[src/rtl/mips_pkg.sv]
// Shared fetch-stage definitions: NOP encoding, default reset PC and the fetch FSM states.
package mips_pkg;

  localparam logic [31:0] NOP_INSTR        = 32'h0000_0000;
  localparam logic [31:0] DEFAULT_RESET_PC = 32'h0000_0000;

  typedef enum logic [1:0] {
    StIdle,
    StFetch,
    StDiscard,
    StHold
  } fetch_state_t;

endpackage

[src/rtl/fetch_unit_if.sv]
// Instruction-memory request bus; ready doubles as the same-cycle read-data valid.
interface fetch_unit_if;

  logic        imem_req;
  logic [31:0] imem_addr;
  logic        imem_ready;
  logic [31:0] imem_rdata;

  modport master (
    output imem_req,
    output imem_addr,
    input  imem_ready,
    input  imem_rdata
  );

  modport slave (
    input  imem_req,
    input  imem_addr,
    output imem_ready,
    output imem_rdata
  );

endinterface

[src/rtl/ifid_reg.sv]
// IF/ID pipeline register. Priority: flush, load, hold; otherwise a bubble is inserted.
module ifid_reg
  import mips_pkg::*;
(
  input  logic        clk,
  input  logic        rst_n,
  input  logic        i_load,
  input  logic        i_hold,
  input  logic        i_flush,
  input  logic [31:0] i_instr,
  input  logic [31:0] i_pc,
  output logic [31:0] o_instr,
  output logic [31:0] o_pc,
  output logic        o_valid
);

  logic [31:0] r_instr;
  logic [31:0] r_pc;
  logic        r_valid;

  always_ff @(posedge clk or negedge rst_n) begin
    if (!rst_n) begin
      r_instr <= NOP_INSTR;
      r_pc    <= 32'h0000_0000;
      r_valid <= 1'b0;
    end else if (i_flush) begin
      r_instr <= NOP_INSTR;
      r_valid <= 1'b0;
    end else if (i_load) begin
      r_instr <= i_instr;
      r_pc    <= i_pc;
      r_valid <= 1'b1;
    end else if (!i_hold) begin
      r_instr <= NOP_INSTR;
      r_valid <= 1'b0;
    end
  end

  assign o_instr = r_instr;
  assign o_pc    = r_pc;
  assign o_valid = r_valid;

endmodule

[src/rtl/fetch_unit.sv]
// Instruction fetch stage with skid buffer and redirect handling.
// Optional FETCH_ALIGN_CHECK_EN adds a sticky fetch_misalign output that halts fetch.
module fetch_unit
  import mips_pkg::*;
#(
  parameter logic [31:0] RESET_PC = DEFAULT_RESET_PC
) (
  input  logic                clk,
  input  logic                rst_n,
  input  logic                stall,
  input  logic                redirect,
  input  logic [31:0]         redirect_pc,
  fetch_unit_if.master        imem,
  output logic [31:0]         instr,
  output logic [31:0]         pc_out,
  output logic [31:0]         pc_plus4,
  output logic                instr_valid
`ifdef FETCH_ALIGN_CHECK_EN
  ,
  output logic                fetch_misalign
`endif
);

  fetch_state_t r_state;
  logic [31:0]  r_fa;
  logic [31:0]  r_skid_instr;
  logic [31:0]  r_skid_pc;
  logic [31:0]  r_pending;
  logic         r_req;

  logic [31:0]  w_redirect_tgt;
  logic         w_misalign_redirect;
  logic         w_halt;
  logic         w_fetch_load;
  logic         w_skid_load;
  logic         w_load;
  logic         w_hold;
  logic [31:0]  w_load_instr;
  logic [31:0]  w_load_pc;

  assign w_redirect_tgt = redirect_pc & 32'hFFFF_FFFC;

`ifdef FETCH_ALIGN_CHECK_EN
  logic r_misalign;

  assign w_misalign_redirect = redirect & (redirect_pc[1:0] != 2'b00);
  assign w_halt              = r_misalign;
  assign fetch_misalign      = r_misalign;

  always_ff @(posedge clk or negedge rst_n) begin
    if (!rst_n) begin
      r_misalign <= 1'b0;
    end else if (w_misalign_redirect) begin
      r_misalign <= 1'b1;
    end
  end
`else
  assign w_misalign_redirect = 1'b0;
  assign w_halt              = 1'b0;
`endif

  // The request is held in the register so imem_addr cannot move until ready.
  always_ff @(posedge clk or negedge rst_n) begin
    if (!rst_n) begin
      r_state      <= StIdle;
      r_fa         <= RESET_PC;
      r_skid_instr <= 32'h0000_0000;
      r_skid_pc    <= 32'h0000_0000;
      r_pending    <= 32'h0000_0000;
      r_req        <= 1'b0;
    end else if (w_misalign_redirect) begin
      r_state <= StIdle;
      r_req   <= 1'b0;
    end else begin
      unique case (r_state)
        StIdle: begin
          if (redirect) begin
            r_fa <= w_redirect_tgt;
          end
          if (!w_halt) begin
            r_state <= StFetch;
            r_req   <= 1'b1;
          end
        end
        StFetch: begin
          if (imem.imem_ready) begin
            if (redirect) begin
              r_fa <= w_redirect_tgt;
            end else begin
              r_fa <= r_fa + 32'd4;
              if (stall && instr_valid) begin
                r_skid_instr <= imem.imem_rdata;
                r_skid_pc    <= r_fa;
                r_state      <= StHold;
                r_req        <= 1'b0;
              end
            end
          end else if (redirect) begin
            r_pending <= w_redirect_tgt;
            r_state   <= StDiscard;
          end
        end
        StDiscard: begin
          if (imem.imem_ready) begin
            r_fa    <= redirect ? w_redirect_tgt : r_pending;
            r_state <= StFetch;
          end else if (redirect) begin
            r_pending <= w_redirect_tgt;
          end
        end
        StHold: begin
          if (redirect) begin
            r_fa    <= w_redirect_tgt;
            r_state <= StFetch;
            r_req   <= 1'b1;
          end else if (!stall) begin
            r_state <= StFetch;
            r_req   <= 1'b1;
          end
        end
        default: begin
          r_state <= StIdle;
          r_req   <= 1'b0;
        end
      endcase
    end
  end

  always_comb begin
    w_fetch_load = (r_state == StFetch) && imem.imem_ready && !redirect &&
                   (!stall || !instr_valid);
    w_skid_load  = (r_state == StHold) && !redirect && !stall;
    w_load       = w_fetch_load || w_skid_load;
    w_hold       = stall && instr_valid;
    w_load_instr = w_skid_load ? r_skid_instr : imem.imem_rdata;
    w_load_pc    = w_skid_load ? r_skid_pc : r_fa;
  end

  ifid_reg u_ifid_reg (
    .clk     (clk),
    .rst_n   (rst_n),
    .i_load  (w_load),
    .i_hold  (w_hold),
    .i_flush (redirect),
    .i_instr (w_load_instr),
    .i_pc    (w_load_pc),
    .o_instr (instr),
    .o_pc    (pc_out),
    .o_valid (instr_valid)
  );

  assign imem.imem_req  = r_req;
  assign imem.imem_addr = r_fa;
  assign pc_plus4       = pc_out + 32'd4;

endmodule

[src/flat_wrapper.sv]
// flat-port wrapper written by rule: the top's interface ports become plain ports
module fetch_unit_flat import mips_pkg::*;
#(
  parameter logic [31:0] RESET_PC = DEFAULT_RESET_PC
)
  (clk, rst_n, stall, redirect, redirect_pc, instr, pc_out, pc_plus4, instr_valid, imem_imem_req, imem_imem_addr, imem_imem_ready, imem_imem_rdata);
  fetch_unit_if imem_i ();
  input  logic clk;
  input  logic rst_n;
  input  logic stall;
  input  logic redirect;
  input  logic [31:0] redirect_pc;
  output logic [31:0] instr;
  output logic [31:0] pc_out;
  output logic [31:0] pc_plus4;
  output logic instr_valid;
  output wire logic [$bits(imem_i.imem_req)-1:0] imem_imem_req;
  output wire logic [$bits(imem_i.imem_addr)-1:0] imem_imem_addr;
  input wire logic [$bits(imem_i.imem_ready)-1:0] imem_imem_ready;
  input wire logic [$bits(imem_i.imem_rdata)-1:0] imem_imem_rdata;
  assign imem_imem_req = imem_i.imem_req;
  assign imem_imem_addr = imem_i.imem_addr;
  assign imem_i.imem_ready = imem_imem_ready;
  assign imem_i.imem_rdata = imem_imem_rdata;
  fetch_unit #(.RESET_PC(RESET_PC)) u_core (.clk(clk), .rst_n(rst_n), .stall(stall), .redirect(redirect), .redirect_pc(redirect_pc), .imem(imem_i), .instr(instr), .pc_out(pc_out), .pc_plus4(pc_plus4), .instr_valid(instr_valid));
endmodule
[config.mk]
export PLATFORM = sky130hd
export DESIGN_NAME = fetch_unit_flat
export DESIGN_NICKNAME = d
export VERILOG_FILES = /design/src/rtl/mips_pkg.sv /design/src/rtl/fetch_unit_if.sv /design/src/rtl/ifid_reg.sv /design/src/rtl/fetch_unit.sv /design/src/flat_wrapper.sv
export SDC_FILE = /design/constraint.sdc
export NUM_CORES = 1
export LEC_CHECK = 0
export CORE_ASPECT_RATIO = 2
export CORE_MARGIN = 2
export CORE_UTILIZATION = 55
export CTS_CLUSTER_SIZE = 20
export DETAILED_ROUTE_END_ITERATION = 6
export DONT_BUFFER_PORTS = 1
export GPL_TIMING_DRIVEN = 0
export PLACE_DENSITY = 0.67
export SYNTH_ARGS = -nofsm -noshare
export SYNTH_HDL_FRONTEND = slang
export SYNTH_SLANG_ARGS = --single-unit
[constraint.sdc]
create_clock -name clk -period 3.8 [get_ports clk]
set_clock_uncertainty 0.05 [all_clocks]
set_input_delay 0.95 -clock clk [delete_from_list [all_inputs] [get_ports clk]]
set_output_delay 0.95 -clock clk [all_outputs]
set_load 0.005 [all_outputs]
======== Word-level counts from Yosys, hierarchy flattened ========
Cells that the tools add are included.
Widths: inputs -> output; s select.
storage, ports and cells
  register bits after elaboration ......... 196
  input bits .............................. 69
  output and inout port bits .............. 130
  word-level logic and storage cells ...... 75
cells by class
  $add $sub $neg .......................... 2
  eq/ne operators ......................... 13
  multiplexer cells ....................... 28
  bitwise operators ....................... 2
  reductions and logical operators ........ 21
operators with widths
  kind                   number
  $mux 32                10
  $pmux 32 s3            1
  $add 32x3->32 const B  2
  $ne 3x3->1 const B     5
  $mux 2                 7
  $reduce_and 5->1       2
  $mux 1                 8
  $ne 2x2->1 const B     4
  $pmux 2 s4             1
  $logic_and 1x1->1      6
  $eq 2x2->1 const B     2
  $reduce_and 2->1       2
  $reduce_and 4->1       1
  $reduce_or 2->1        2
  $logic_not 1->1        3
  $pmux 1 s3             1
  $reduce_and 3->1       1
  $reduce_bool 3->1      1
  $eq 2x1->1 const B     1
  $logic_not 2->1        1
  $logic_or 1x1->1       2
  $ne 2x1->1 const B     1
  $not 1->1              2

======== Logic depth before layout (Yosys ltp) ========
  depth in word-level cells ............... 7
  gate-level depth with buffers ........... 9
  mapped depth without buffers ............ 7

======== Hierarchy ========
A second synthesis with hierarchy kept.
second synthesis, totals
  cell total of the unflattened synthesis .. 952
  area, all modules ....................... 10,558.9 µm²
modules (own cells, without submodules)
  module      instances  cells each  area an instance (µm²)  sequential area each (µm²)
  fetch_unit  1          737         7,778.7                 3,278.1
  ifid_reg    1          215         2,780.2                 1,626.6

======== Worst setup path before layout ========
OpenSTA, ideal clock, no wires.
  kind .................................... register -> output
  start ................................... register u_core.u_ifid_reg.r_pc[2] (netlist: u_core.u_ifid_reg.o_pc[2])
  end ..................................... output port pc_plus4[30]
  arrival time ............................ 1.593 ns
  required time ........................... 2.800 ns
  slack ................................... 1.207 ns
  stages on the path, launching flop included .. 8
  path buffers ............................ 1
  cells stage by stage .................... dfrtp_1 ha_1 nand3_1 nor3_1 and2_1 buf_2 nand4_1 xnor2_1
between the ends
  cells in the longest elaborated chain, start to end .. 1
ends and longest elaborated chain
  element                   line                text
  start: declaration        ifid_reg.sv:18      logic [31:0] r_pc;
  start signal: assignment  ifid_reg.sv:31      r_pc <= i_pc;
  $add 32x3->32             fetch_unit.sv:154   assign pc_plus4 = pc_out + 32'd4;
  end: declaration          flat_wrapper.sv:15  output logic [31:0] pc_plus4;
No other way between the ends.

======== Final worst setup path ========
  start ................................... register u_core.u_ifid_reg.r_pc[6] (netlist: u_core.u_ifid_reg.o_pc[6])
  end ..................................... output port pc_plus4[31]
The elaborated chain is that of the path after synthesis.

==> results.json <==
{
  "dp_cells": 1058,
  "antenna_found_initial": 0,
  "holdCritPathClass": "primary input to asynchronous set/reset pin",
  "grt_usage_pct": 29.4,
  "hpwlAfterDp_um": 20500,
  "finalCritPeriodShare_pct": 95.6,
  "drt-pass1-iter-count": 6,
  "rsz0062_at_grt": "no",
  "synth_ff_type": "dfrtp_1",
  "endpoint_kind": "output port",
  "top_layer": "met4",
  "grt_overflow": 0,
  "final_util_pct": 61.3,
  "synth_area_sq_um": 9470,
  "clkSinkCount": 196,
  "num_vias": 7068,
  "rows": 67,
  "via_per_inst": 6.48,
  "fin_crit_ns": 3.63,
  "yosysSeqAreaShare_pct": 51.8,
  "drt_iter0_markers": 485,
  "fill_cells": 1378,
  "start_util_pct": 56.2,
  "core_sq_um": 16800,
  "tightestPinTransition_ns": 1.33,
  "wl_per_cell_um": 24.6,
  "pwr-share-comb_pct": 32.3,
  "cp-start-kind": "flop",
  "drv_slew": 0,
  "synth_top_area_share_pct": 51.8,
  "hold_violations": 0,
  "syn_inst": 851,
  "ys_types": 63,
  "route.met3.wl_um": 1650,
  "fp.dieH_um": 190,
  "io_pins": 199,
  "synth-seq-cells": 196,
  "wl_met1_um": 8880,
  "synthesis.nets": 926,
  "intPower_mw": 4.95,
  "synth_edf_count": 0,
  "avgSynthCellArea_sq_um": 11.1,
  "cts-root-buf": "clkbuf_16",
  "clockPowerShare_pct": 21.8,
  "holdWs_ns": 0.154,
  "post-synth-top-count-cell": "dfrtp_1",
  "drive_gt1_share_pct": 18.0,
  "syn2layout_area_growth_pct": 9.10,
  "synth.area.top_cells": "dfrtp_1 (52%), mux2_2 (11%), mux2i_1 (4.2%)",
  "p_sw_share_pct": 39.6,
  "numCtsBuffers": 17,
  "cts_tree": "done",
  "port_buffers": 0,
  "cts-hold-fix-buffers": 0,
  "async_flop_share_pct": 100,
  "cts_max_path_buffers": 2,
  "die_w_um": 96.8,
  "grt_pass1_wl_um": 41900,
  "htreeDepth": 4,
  "status": "finished, final reports clean",
  "final.setup.tns_ns": 0,
  "antenna_cells": 0,
  "p_leak_nw": 4.57,
  "ys_top_cells_by_count": "dfrtp_1 (196), mux2_2 (89), nand2_1 (82), o21ai_0 (79)",
  "ff_latch_area_sq_um": 4900,
  "totalWireLength_um": 26800,
  "yosys_warnings": 0,
  "grt_max_degree": 197,
  "yosysTopAreaCell": "dfrtp_1",
  "crit_required_ns": 2.80,
  "fin_nets": 945,
  "ir_drop_uv": 605,
  "fin_cells": 1090,
  "cap_violations": 0,
  "grt_pass1_vias": 7530,
  "ant_nets": 0,
  "worstPathArrival_ns": 2.63,
  "worstSkewPairLatency_ns": 0.44,
  "setup_violations": 0,
  "relSlewSlack_pct": 10.4,
  "dieArea_sq_um": 18300,
  "clk_pin_slew_ns": 0.07,
  "power_density_nw_per_um2": 794,
  "met2_length_um": 15000,
  "route.detailed.drc": 0,
  "crit_type": "flop to output port",
  "fmax_ghz": 0.275,
  "p_switching_mw": 3.25,
  "cp_max_fo": 7,
  "seq_power_share_pct": 45.9,
  "multiInputGateArea_sq_um": 4120,
  "gp_congestion": 0.935
}
power by group through the flow:
stage	clock network, mW	registers [mW]	logic (mW)
floorplan	0	3.47	1.97
global placement	0	3.74	2.53
detailed placement	0	3.80	2.63
CTS	1.82	3.76	2.64
global route	1.91	3.88	2.88
finish	1.79	3.76	2.65
cell usage in the layout, fill, tap and decap left out, types with 4 or more instances in the layout:
master,n
a2bb2oi_1,6
mux2_1,5
buf_6,7
o2bb2ai_1,6
nor2_1,28
o21ai_0,79
xnor2_1,20
and2_1,4
nor4_1,5
buf_2,16
dfrtp_1,196
xor2_1,9
nand4_1,15
inv_1,40
a21oi_1,13
and4_1,5
clkinv_4,5
nand2_1,82
clkbuf_16,17
mux2i_1,40
a222oi_1,33
nor3_1,11
nand3_1,18
nor2b_1,4
ha_1,6
a22o_1,4
nand2b_1,4
clkbuf_1,32
mux2_2,89
and3_1,8
a22oi_1,10
a221oi_1,10
worst max-delay path: stages (launching register included):
cell,delay [ns]
dfrtp_1,0.50
nand4_1,0.40
nor3b_4,0.48
nand2_1,0.21
nor3_1,0.37
xor2_1,0.22
through the flow:
stage                     area [sq um]  setup slack (ns)  power (mW)
after global placement            9720             0.587        6.27
after floorplan                   9470              1.21        5.45
final                            10300             0.166        8.20
after global routing             10300            0.0420        8.66
after CTS                        10300            0.0929        8.21
after detailed placement          9720             0.570        6.43
worst paths after layout:
| kind | depth (start not counted) | slack [ns] | to | startpoint |
|---|---|---|---|---|
| setup / recovery | 5 | 0.17 | pc_plus4[31] | u_core.u_ifid_reg.o_pc[6] |
| hold / removal | 0 | 0.15 | u_core.u_ifid_reg.o_instr[28] | rst_n |
| setup reg to reg | 7 | 0.81 | u_core.imem.imem_addr[20] | u_core.r_state[0] |
| hold reg to reg | 2 | 0.44 | u_core.u_ifid_reg.o_instr[6] | u_core.r_skid_instr[6] |
| max in group asynchronous | 0 | 2.99 | u_core.r_skid_pc[21] | rst_n |
| min in group clk | 2 | 0.44 | u_core.u_ifid_reg.o_instr[6] | u_core.r_skid_instr[6] |
timing repair:
action / 4_1_cts / 5_1_grt
endpoints found under the setup margin: 0 / 2
resized for setup: 0 / 2
setup buffers: 0 / 0
layer usage:
metal / up-vias / global-route usage [%]
li1: 3166 / -
met1: 3518 / 30.0
met2: 311 / 55.8
met3: 73 / 5.80
met4: 0 / 15.3
met5: - / 0
cell families after synthesis:
family | count (synthesis) | share of synthesized area, %
and+or+nand+nor | 199 | 10.5
xor gates and xnor gates | 29 | 2.68
buffers and inverters | 98 | 4.77
muxes | 134 | 15.4
adders and majority gates | 6 | 0.793
DFF | 196 | 51.8
AOI/OAI and AO/OA | 189 | 14.0
cell type report:
class	instances	share of cell area, %
clock buffer	19	4.29
sequential	196	47.5
inverter	41	1.49
buffer	57	2.88
clock inverter	13	1.43
multi-input combinational	557	39.9
tap	207	2.51
sequential cells by signal (all words and copies together), names as in the netlist:
| signal | count |
|---|---|
| u_core.u_ifid_reg.o_instr | 32 |
| u_core.r_skid_pc | 32 |
| u_core.r_pending | 32 |
| u_core.r_state | 2 |
| u_core.imem.imem_addr | 32 |
| u_core.r_skid_instr | 32 |
| u_core.imem.imem_req | 1 |
| u_core.u_ifid_reg.o_pc | 32 |
| u_core.u_ifid_reg.o_valid | 1 |
No activity file was read; power rests on OpenSTA's default activity.
